==> src/rtl/fetch_unit.sv <==
// fetch_unit: instruction fetch stage feeding the decode/control unit.
// Holds the PC, issues one instruction-memory read at a time (variable latency),
// buffers the returned word with its PC and hands it to decode over valid/ready.
// The next PC comes from the branch decision (PCsrc) and the immediate (ImmOp)
// sampled in the handshake cycle; a misaligned target parks the unit in a
// terminal fault state until reset.
//
// Ports:
//   clk, rst             clock, asynchronous active-high reset
//   stall                freezes the decode handshake (and therefore the PC)
//   PCsrc, ImmOp         branch taken / sign-extended offset for presented instr
//   imem_req, imem_addr  one-cycle read request and its address (address = PC)
//   imem_rdata/valid     read response
//   instr, instr_pc      buffered instruction and its PC
//   instr_valid/ready    handshake to decode
//   fault                sticky misaligned-target flag
//   fetch_count          instructions accepted by decode, modulo 2^32
module fetch_unit #(
   parameter int unsigned             DATA_WIDTH = 32,
   parameter int unsigned             ADDR_WIDTH = 32,
   parameter logic [ADDR_WIDTH-1:0]   RESET_PC   = '0
) (
   input  logic                  clk,
   input  logic                  rst,
   input  logic                  stall,
   input  logic                  PCsrc,
   input  logic [DATA_WIDTH-1:0] ImmOp,
   output logic                  imem_req,
   output logic [ADDR_WIDTH-1:0] imem_addr,
   input  logic [DATA_WIDTH-1:0] imem_rdata,
   input  logic                  imem_valid,
   output logic [DATA_WIDTH-1:0] instr,
   output logic [ADDR_WIDTH-1:0] instr_pc,
   output logic                  instr_valid,
   input  logic                  instr_ready,
   output logic                  fault,
   output logic [31:0]           fetch_count
);

   typedef enum logic [1:0] {StIssue, StWait, StHold, StFault} state_e;

   state_e                r_state;
   logic [ADDR_WIDTH-1:0] r_pc;
   logic [DATA_WIDTH-1:0] r_instr;
   logic [ADDR_WIDTH-1:0] r_instr_pc;
   logic                  r_valid;
   logic                  r_req;
   logic                  r_fault;
   logic [31:0]           r_count;

   logic                  w_fire;
   logic [ADDR_WIDTH-1:0] w_imm;
   logic [ADDR_WIDTH-1:0] w_target;

   assign w_fire   = (r_state == StHold) && instr_ready && !stall;
   // Signed cast sign-extends or truncates the offset to the address width.
   assign w_imm    = ADDR_WIDTH'($signed(ImmOp));
   assign w_target = PCsrc ? (r_instr_pc + w_imm) : (r_instr_pc + ADDR_WIDTH'(4));

   // Reset leaves the FSM in ISSUE with the request low, so the first request
   // goes out one cycle after reset release. Entering ISSUE from HOLD raises
   // the request immediately to keep the 3-cycle loop.
   always_ff @(posedge clk or posedge rst) begin
      if (rst) begin
         r_state    <= StIssue;
         r_pc       <= RESET_PC;
         r_instr    <= '0;
         r_instr_pc <= '0;
         r_valid    <= 1'b0;
         r_req      <= 1'b0;
         r_fault    <= 1'b0;
         r_count    <= '0;
      end else begin
         case (r_state)
            StIssue: begin
               if (!r_req) begin
                  r_req <= 1'b1;
               end else begin
                  r_req   <= 1'b0;
                  r_state <= StWait;
               end
            end
            StWait: begin
               if (imem_valid) begin
                  r_instr    <= imem_rdata;
                  r_instr_pc <= r_pc;
                  r_valid    <= 1'b1;
                  r_state    <= StHold;
               end
            end
            StHold: begin
               if (w_fire) begin
                  r_count <= r_count + 32'd1;
                  r_valid <= 1'b0;
                  if (w_target[1:0] == 2'b00) begin
                     r_pc    <= w_target;
                     r_req   <= 1'b1;
                     r_state <= StIssue;
                  end else begin
                     r_fault <= 1'b1;
                     r_state <= StFault;
                  end
               end
            end
            StFault: begin
               r_req   <= 1'b0;
               r_valid <= 1'b0;
            end
            default: r_state <= StFault;
         endcase
      end
   end

   assign imem_req    = r_req;
   assign imem_addr   = r_pc;
   assign instr       = r_instr;
   assign instr_pc    = r_instr_pc;
   assign instr_valid = r_valid;
   assign fault       = r_fault;
   assign fetch_count = r_count;

endmodule

==> config.mk <==
export PLATFORM = sky130hd
export DESIGN_NAME = fetch_unit
export DESIGN_NICKNAME = d
export VERILOG_FILES = /design/src/rtl/fetch_unit.sv
export SDC_FILE = /design/constraint.sdc
export NUM_CORES = 1
export LEC_CHECK = 0
export CAP_MARGIN = 20
export CORE_MARGIN = 8
export CORE_UTILIZATION = 35
export DETAILED_ROUTE_END_ITERATION = 12
export GPL_TIMING_DRIVEN = 0
export PLACE_DENSITY = 0.7
export RECOVER_POWER = 25
export SLEW_MARGIN = 20
export SYNTH_ARGS = -nofsm -noshare
export SYNTH_HDL_FRONTEND = slang
export SYNTH_SLANG_ARGS = --single-unit
==> constraint.sdc <==
create_clock -name clk -period 4.9 [get_ports clk]
set_input_delay 0.98 -clock clk [delete_from_list [all_inputs] [get_ports clk]]
set_output_delay 0.98 -clock clk [all_outputs]
set_load 0.01 [all_outputs]
# Word level (Yosys, flattened, before mapping)
# Cells that the tools add are included.
[totals] regBits=133 latch_bits=0 ram_bits=0 output_inout_bits=131 memories=0 inputBits=70 wordCells=47 mem_bits_ro=0
[classes] n_addsub=3 bitwise_logic=1 div_mod_pow=0 n_shift=0 n_eq_ne=7 reduce_logical=15 n_mul=0 mux=13 magnitude_cmp=0
[ops] op="$add 32x1->32 const B" count=1
[ops] op="$add 32x3->32 const B" count=1
[ops] op="$add 32x32->32" count=1
[ops] op="$mux 32" count=1
[ops] op="$reduce_and 3->1" count=4
[ops] op="$reduce_bool 3->1" count=3
[ops] op="$mux 2" count=4
[ops] op="$ne 2x2->1 const B" count=3
[ops] op="$pmux 1 s3" count=2
[ops] op="$pmux 2 s3" count=1
[ops] op="$mux 1" count=5
[ops] op="$eq 2x2->1 const B" count=2
[ops] op="$logic_not 2->1" count=2
[ops] op="$reduce_and 2->1" count=2
[ops] op="$reduce_and 4->1" count=1
[ops] op="$eq 2x1->1 const B" count=1
[ops] op="$logic_and 1x1->1" count=2
[ops] op="$ne 2x1->1 const B" count=1
[ops] op="$logic_not 1->1" count=1
[ops] op="$not 1->1" count=1

# Longest topological paths before layout
# Gate-level depths: netlist (run 1).
[depth] ltp_word=6 depth_mapped=11 ltp_nobuf=11

# Least setup slack after synthesis (run 1)
# No wires, ideal clock.
[synth_timing] path_kind="input -> register" from="in ImmOp[0]" to="reg r_pc[30], in the netlist imem_addr[30]" arrival_time_ps=3284 cell_stages=11 path_buffers=0 setup_ps=127 required_ps=4773 path_slack_ps=1489 path_cell_list="ha_1 > fa_1 > a21o_1 > a221oi_2 > a2bb2oi_1 > a31oi_1 > o21ai_2 > o31ai_1 > o31ai_1 > xor2_1 > o21ai_1"
[synth_via] elab_chain_len=4
[synth_rtl] item="from (decl)" line="27" text="input logic [DATA_WIDTH-1:0] ImmOp,"
[synth_rtl] item="$add 32x32->32 *" line="58" text="assign w_target = PCsrc ? (r_instr_pc + w_imm) : (r_instr_pc + ADDR_WIDTH'(4));"
[synth_rtl] item="$mux 32 *" line="58"
[synth_rtl] item="$logic_not 2->1" line="95" text="if (w_target[1:0] == 2'b00) begin"
[synth_rtl] item="$reduce_and 3->1 (no source line)"
[synth_rtl] item="to (signal assigned)" line="96" text="r_pc <= w_target;"
[synth_rtl] item="to (decl)" line="43" text="logic [ADDR_WIDTH-1:0] r_pc;"
# Every way passes the cells marked *; elsewhere a longest branch is shown, timed or not.
# A chain may end at the register's enable or synchronous reset.

# Worst setup path in the final report (run 1)
# Same ends and word-level chain as after synthesis.

==> flow_summary.yaml, run 1 <==
status:
  status: "complete, but fails checks"
  failed_checks: "capacitance limit, slew limit"
timing:
  achievable-frequency_ghz: 0.250
  timing.final.max_slew_violations: 48
  worstMarginPinSlew_ns: 2.08
  final_min_period_over_clock_period_pct: 81.6
  finalHoldWorstSlack_ns: 0.459
  setup_slack_ns: 0.904
  worst_slew_slack_as_a_fraction_of_its_limit_pct: -39.7
  fin_worst_skew_ns: 0.00706
  timing.final.crit_period_ns: 4.00
  rsz_0062_raised_after_global_routing: "no"
  finalHoldViolations: 0
  report.final.setup_viol: 0
routing:
  post_drt_wl_per_cell_um: 17.7
  number_of_drc_violations_after_detailed_routing_iteration_0: 276
  post_drt_antenna_nets: 0
  vias_per_cell: 5.11
  detail_route.wirelength_um: 22000
  drt_first_pass_iters: 6
  route.vias.total: 6372
  drt_drc_violations_left: 0
pwr:
  total_leakage_power_nw: 4.52
  vdd.ir_drop.worst_uv: 285
  report.power.total_mw: 5.83
  power_density_nw_per_um2: 559
place:
  hpwlAfterDp_um: 16500
  routability_congestion: 0.845
  input_output_buffers: 200
  detailedPlace.worstSlack_ns: 0.533
cts:
  post_cts.repair.setup_buffers: 0
  insertion_delay_ns: 0.43
  tritoncts: "built"
  cts.hold.buffers_added: 0
  cts_root_buf: "sky130_fd_sc_hd__clkbuf_16"
  clkTransAtPathRegs_ns: 0.06
  cts_repair_resize_count: 0
  cts_inserted_buffers: 17
  cts.path.max_buffers: 2
  cts.sinks: 133
  cts.htree.levels: 4
run:
  count_of_maximum_capacitance_violations: 1
synth:
  synth.yosys.warnings: 0
  avgSynthCellArea_um2: 10.1
  synth-seq-cells: 133
  yosysTopAreaCellShare_pct: 44.5
  ys.flop_type: "sky130_fd_sc_hd__dfrtp_1"
  yosys-top-cells-area: "sky130_fd_sc_hd__dfrtp_1 (45%), sky130_fd_sc_hd__mux2_2 (9.6%), sky130_fd_sc_hd__ha_1 (6.7%), sky130_fd_sc_hd__xnor2_1 (6.1%), sky130_fd_sc_hd__xor2_1 (3.8%)"
  synth_area_leader: "sky130_fd_sc_hd__dfrtp_1"
  syn_nets: 848
  seq_area_frac_synth_pct: 44.5
  post_synth_num_cell_types: 59
  async_reset_ff_share_pct: 100
  syn_area_um2: 7470
  synth_cells: 737
  synth_edf_count: 0
floorplan:
  die_height_um: 162
  design.die.area_um2: 26300
  coreArea_um2: 21000
  floorplan.initialDensity_pct: 35.6
  boundaryPins: 201
  chipWidth_um: 162
  floorplan.rows: 53
worst_hold_path:
  hold_path.class: "reg -> reg"
  timing.hold.worst_endpoint: "fault"
  worst_hold_startpoint: "fault"
  worst_hold_path_stage_count: 1
setup_path:
  timing.critical_path.arrival_ns: 4.30
  reg2reg_depth: 11
  crit_fanout: 4
  crit-reg2reg-capture: "imem_addr[30]"
  ff2ff_setup_slack_ns: 1.45
  crit-reg2reg-launch: "instr_pc[0]"
  startpoint: "ImmOp[0]"
  crit_required_ns: 5.20
  path_class: "in -> reg"
  worst_setup_path_start_kind: "primary input"
  timing.critical_path.to_type: "flip-flop"
global_route:
  grt_pass1_wl_um: 35400
  grt_max_degree: 88
  first_global_vias: 6465
  globalRouteTotalUtil_pct: 17.0
  antenna_found_initial: 0
  overflow_after_grt: 0
cells_and_area:
  mostFrequentLayoutCell: "sky130_fd_sc_hd__clkdlybuf4s50_1"
  num-nets-final: 1068
  area_delta_synth_final_pct: 39.4
  layout_common_cells: "sky130_fd_sc_hd__clkdlybuf4s50_1 (198), sky130_fd_sc_hd__dfrtp_1 (133), sky130_fd_sc_hd__nand2_1 (71), sky130_fd_sc_hd__mux2_2 (64), sky130_fd_sc_hd__nor2_1 (59)"
  post_route_cells_drive_above_1_share_pct: 11.6
## worst max path at each step
stage | to | slack, ns | cells after the start
finish | imem_addr[30] | 0.90 | 12
global placement | imem_addr[7] | -1.73 | 2
CTS | imem_addr[30] | 0.95 | 12
detailed placement | imem_addr[30] | 0.53 | 12
floorplan | fault | 0.37 | 1
global route | instr_pc[8] | 0.65 | 3
## critical path: stages
cell and delay (ns):
sky130_fd_sc_hd__clkdlybuf4s50_1 0.41, sky130_fd_sc_hd__ha_1 0.24, sky130_fd_sc_hd__fa_1 0.42, sky130_fd_sc_hd__a21o_1 0.23, sky130_fd_sc_hd__a221oi_2 0.42, sky130_fd_sc_hd__a2bb2oi_1 0.42
sky130_fd_sc_hd__a31oi_1 0.22, sky130_fd_sc_hd__o21ai_2 0.25, sky130_fd_sc_hd__o31ai_1 0.17, sky130_fd_sc_hd__o31ai_1 0.28, sky130_fd_sc_hd__xor2_1 0.19, sky130_fd_sc_hd__o21ai_1 0.08
## routing by layer
| layer | GRT usage, % | wire, µm | vias to the layer above | share of wire [%] |
|---|---|---|---|---|
| li1 | - | - | 3067 | - |
| met1 | 21.4 | 9660 | 3082 | 44 |
| met2 | 26.3 | 9900 | 194 | 45 |
| met3 | 6.38 | 2010 | 29 | 9.1 |
| met4 | 5.98 | 473 | 0 | 2.1 |
| met5 | 0 | 0 | - | 0 |
## report_power, final
part | internal [mW] | total, mW | switching [mW]
Sequential | 1.46 | 1.85 | 0.393
Combinational | 1.44 | 2.66 | 1.22
Clock | 0.765 | 1.31 | 0.549
Total | 3.66 | 5.83 | 2.17
## final cells by class
type	instances	area (µm²)
fill	1895	10600
multi-input combinational	562	3980
sequential	133	3330
timing repair buffer	201	2010
clock buffer	18	429
tap	275	344
clock inverter	14	164
inverter	23	87.6
buffer	19	71.3
antenna	1	2.50
## cell families after synthesis
kind of cell | Yosys count | share of synthesized area, %
AND/OR/NAND/NOR | 218 | 14.4
AO/OA/AOI/OAI | 154 | 12.4
flip-flops | 133 | 44.5
XOR/XNOR | 84 | 9.84
multiplexers | 65 | 9.78
buffers and inverters | 42 | 2.11
adder cells (fa/ha/maj) | 41 | 6.96
## cell usage after synthesis, types with 5 or more instances
master                     count
sky130_fd_sc_hd__o21ai_0      50
sky130_fd_sc_hd__ha_1         40
sky130_fd_sc_hd__nand3_1      28
sky130_fd_sc_hd__a211oi_1      6
sky130_fd_sc_hd__a31oi_1       6
sky130_fd_sc_hd__a21oi_1      49
sky130_fd_sc_hd__dfrtp_1     133
sky130_fd_sc_hd__xnor2_1      52
sky130_fd_sc_hd__inv_1        23
sky130_fd_sc_hd__nand4_1      14
sky130_fd_sc_hd__mux2_2       64
sky130_fd_sc_hd__a21o_1       11
sky130_fd_sc_hd__o211ai_1      5
sky130_fd_sc_hd__nor2_1       58
sky130_fd_sc_hd__nand2_1      71
sky130_fd_sc_hd__and4_1        5
sky130_fd_sc_hd__nor3_1        8
sky130_fd_sc_hd__xor2_1       32
sky130_fd_sc_hd__clkbuf_1     17
## flip-flops by register name, summed over array words and instances (netlist names)
register     count
fetch_count     32
imem_addr       32
instr           32
instr_pc        32
r_state          2
fault            1
imem_req         1
instr_valid      1
## stage by stage
stage | area, µm² | TNS, ns | instances | util, %
6_report | 10400 | 0 | 1246 | 49.6
5_1_grt | 10400 | 0 | 1245 | 49.6
4_1_cts | 10400 | 0 | 1245 | 49.7
3_5_place_dp | 9850 | 0 | 1213 | 46.9
3_3_place_gp | 9820 | -228.80 | 1212 | 46.7
2_1_floorplan | 7470 | 0 | 737 | -
Power figures use the tool's default switching activity.
==> inputs of run 2 (changes only) <==
Settings changed: PLACE_DENSITY 0.7 to 0.72.
Clock period 4.9 ns to 3.4 ns, I/O delays scaled along.
==> run 2 against run 1 <==
  * The run still ends with capacitance limit, slew limit left
  * Via count is 0.82% lower
  * Cell count is 0.48% higher
  * Die area stayed put
  * Largest power group unchanged
  * Power is 44% higher
  * Clock skew is 0.00050 ns higher
  * First-iteration DRC count is 25% higher
  * Core utilization is 0.60 points higher
  * Worst hold slack worse by 0.0028 ns
==> flow_summary.yaml, run 2 (synthesis gave the netlist of run 1 again) <==
place:
  input_output_buffers: 200
  postPlaceCellArea_um2: 9940
  dp.cells: 1217
  routability_congestion: 0.863
  hpwlAfterDp_um: 17000
pwr:
  power_density_nw_per_um2: 798
  total_leakage_power_nw: 4.56
  report.power.total_mw: 8.41
  vdd.ir_drop.worst_uv: 397
cts:
  cts.path.max_buffers: 2
  cts.sinks: 133
  cts.htree.levels: 4
  insertion_delay_ns: 0.42
  cts.hold.buffers_added: 0
  cts_root_buf: "sky130_fd_sc_hd__clkbuf_16"
  tritoncts: "built"
  clkTransAtPathRegs_ns: 0.06
  cts_inserted_buffers: 17
global_route:
  overflow_after_grt: 0
  grt_max_degree: 35
  globalRouteTotalUtil_pct: 17.0
  first_global_vias: 6583
  grt_pass1_wl_um: 35500
  antenna_found_initial: 1
timing:
  achievable-frequency_ghz: 0.300
  report.final.setup_viol: 0
  rsz_0062_raised_after_global_routing: "yes"
  worstMarginPinSlew_ns: 1.79
  final_min_period_over_clock_period_pct: 98.1
  finalHoldViolations: 0
  timing.final.crit_period_ns: 3.34
  worst_slew_slack_as_a_fraction_of_its_limit_pct: -19.6
  fin_worst_skew_ns: 0.00756
  timing.final.max_slew_violations: 64
  finalHoldWorstSlack_ns: 0.456
routing:
  post_drt_wl_per_cell_um: 17.7
  routed-wl-met2_um: 10400
  drt_drc_violations_left: 0
  vias_per_cell: 5.05
  number_of_drc_violations_after_detailed_routing_iteration_0: 344
  route.vias.total: 6320
  wl_met3_um: 1960
  drt_first_pass_iters: 5
  detail_route.wirelength.met1_um: 9630
  post_drt_antenna_nets: 0
  topRoutingLayerUsed: "met5"
  detail_route.wirelength_um: 22200
status:
  status: "complete, but fails checks"
  failed_checks: "capacitance limit, slew limit"
cells_and_area:
  postLayoutCellArea_um2: 10500
  mostFrequentLayoutCell: "sky130_fd_sc_hd__clkdlybuf4s50_1"
  area_delta_synth_final_pct: 41.1
  num_antenna_cells: 0
  stdcell_count: 1252
  layout_common_cells: "sky130_fd_sc_hd__clkdlybuf4s50_1 (199), sky130_fd_sc_hd__dfrtp_1 (133), sky130_fd_sc_hd__nand2_1 (71), sky130_fd_sc_hd__mux2_2 (64), sky130_fd_sc_hd__nor2_1 (58)"
  post_route_cells_drive_above_1_share_pct: 13.2
  filler_cell_count: 1916
  num-nets-final: 1075
setup_path:
  slowest_stage: "sky130_fd_sc_hd__clkdlybuf4s50_1"
  timing.critical_path.to_type: "flip-flop"
  reg2reg_depth: 11
  crit-reg2reg-launch: "instr_pc[0]"
  crit_required_ns: 3.70
  critical_path.cell_chain: "clkdlybuf4s50_1 > ha_2 > fa_2 > a21o_1 > a221oi_4 > a2bb2oi_4 > a31oi_2 > o21ai_2 > o31ai_2 > o31ai_2 > xor2_1 > o21ai_1"
  crit_fanout: 4
  crit_top_cell: "sky130_fd_sc_hd__o31ai_2"
  crit-reg2reg-capture: "imem_addr[30]"
  critical-path-max-stage-delay_ns: 0.44
  timing.critical_path.arrival_ns: 3.64
  path_class: "in -> reg"
  ff2ff_setup_slack_ns: 0.34
  worst_setup_path_start_kind: "primary input"
worst_hold_path:
  hold_path.class: "reg -> reg"
  worst_hold_startpoint: "fault"
  timing.hold.worst_endpoint: "fault"
  worst_hold_path_stage_count: 1
floorplan:
  floorplan.rows: 53
  design.die.area_um2: 26300
  chipWidth_um: 162
  coreArea_um2: 21000
  boundaryPins: 201
  die_height_um: 162
  floorplan.initialDensity_pct: 35.6
run:
  count_of_maximum_capacitance_violations: 2
==> run 2: where the power goes <==
group	switching [mW]	internal [mW]
clock	0.795	1.03
sequential	0.572	2.11
combinational	1.80	2.11
==> run 2: how the worst max path moves through the flow <==
stage / startpoint / endpoint / slack [ns] / cells after the start
floorplan: ImmOp[0] / imem_addr[30] / 0.29 / 11
global placement: ImmOp[0] / imem_addr[30] / -0.69 / 12
detailed placement: ImmOp[0] / imem_addr[30] / -0.72 / 12
CTS: ImmOp[0] / imem_addr[30] / -0.04 / 12
global route: ImmOp[0] / imem_addr[30] / -0.04 / 12
finish: ImmOp[0] / imem_addr[30] / 0.06 / 12
==> run 2: repair_timing <==
action,4_1_cts,5_1_grt
setup endpoints to repair,6,4
setup buffers,0,3
gates resized for setup,4,8
pin swaps,2,6
==> run 2: per-layer routing <==
layer  track usage [%]  vias up
met2              27.1      183
met4              4.92        2
met5                 0        -
li1                  -     3064
met3              6.63       20
met1              21.0     3051
==> run 2: layout make-up <==
| cell class | instances | area (µm²) | area share [%] |
|---|---|---|---|
| clock buffer | 18 | 429 | 4.07 |
| clock inverter | 14 | 141 | 1.34 |
| timing repair buffer | 208 | 2090 | 19.8 |
| tap | 275 | 344 | 3.26 |
| buffer | 19 | 72.6 | 0.688 |
| inverter | 23 | 87.6 | 0.831 |
| sequential | 133 | 3330 | 31.6 |
| multi-input combinational | 562 | 4050 | 38.4 |
==> run 2: stage by stage <==
stage               setup WS (ns)  util (%)  setup TNS, ns
global route              -0.0387      50.2        -0.0387
detailed placement         -0.721      47.3         -10.96
floorplan                   0.289         -              0
global placement           -0.694      46.7         -41.68
CTS                       -0.0425      50.1        -0.0425
finish                     0.0649      50.2              0
==> run 2: worst max-delay path, delay by kind of cell <==
family	cells	cell delay, ns
compound gates	8	1.72
fa+ha+maj	2	0.59
buf+inv	1	0.44
xor+xnor	1	0.19
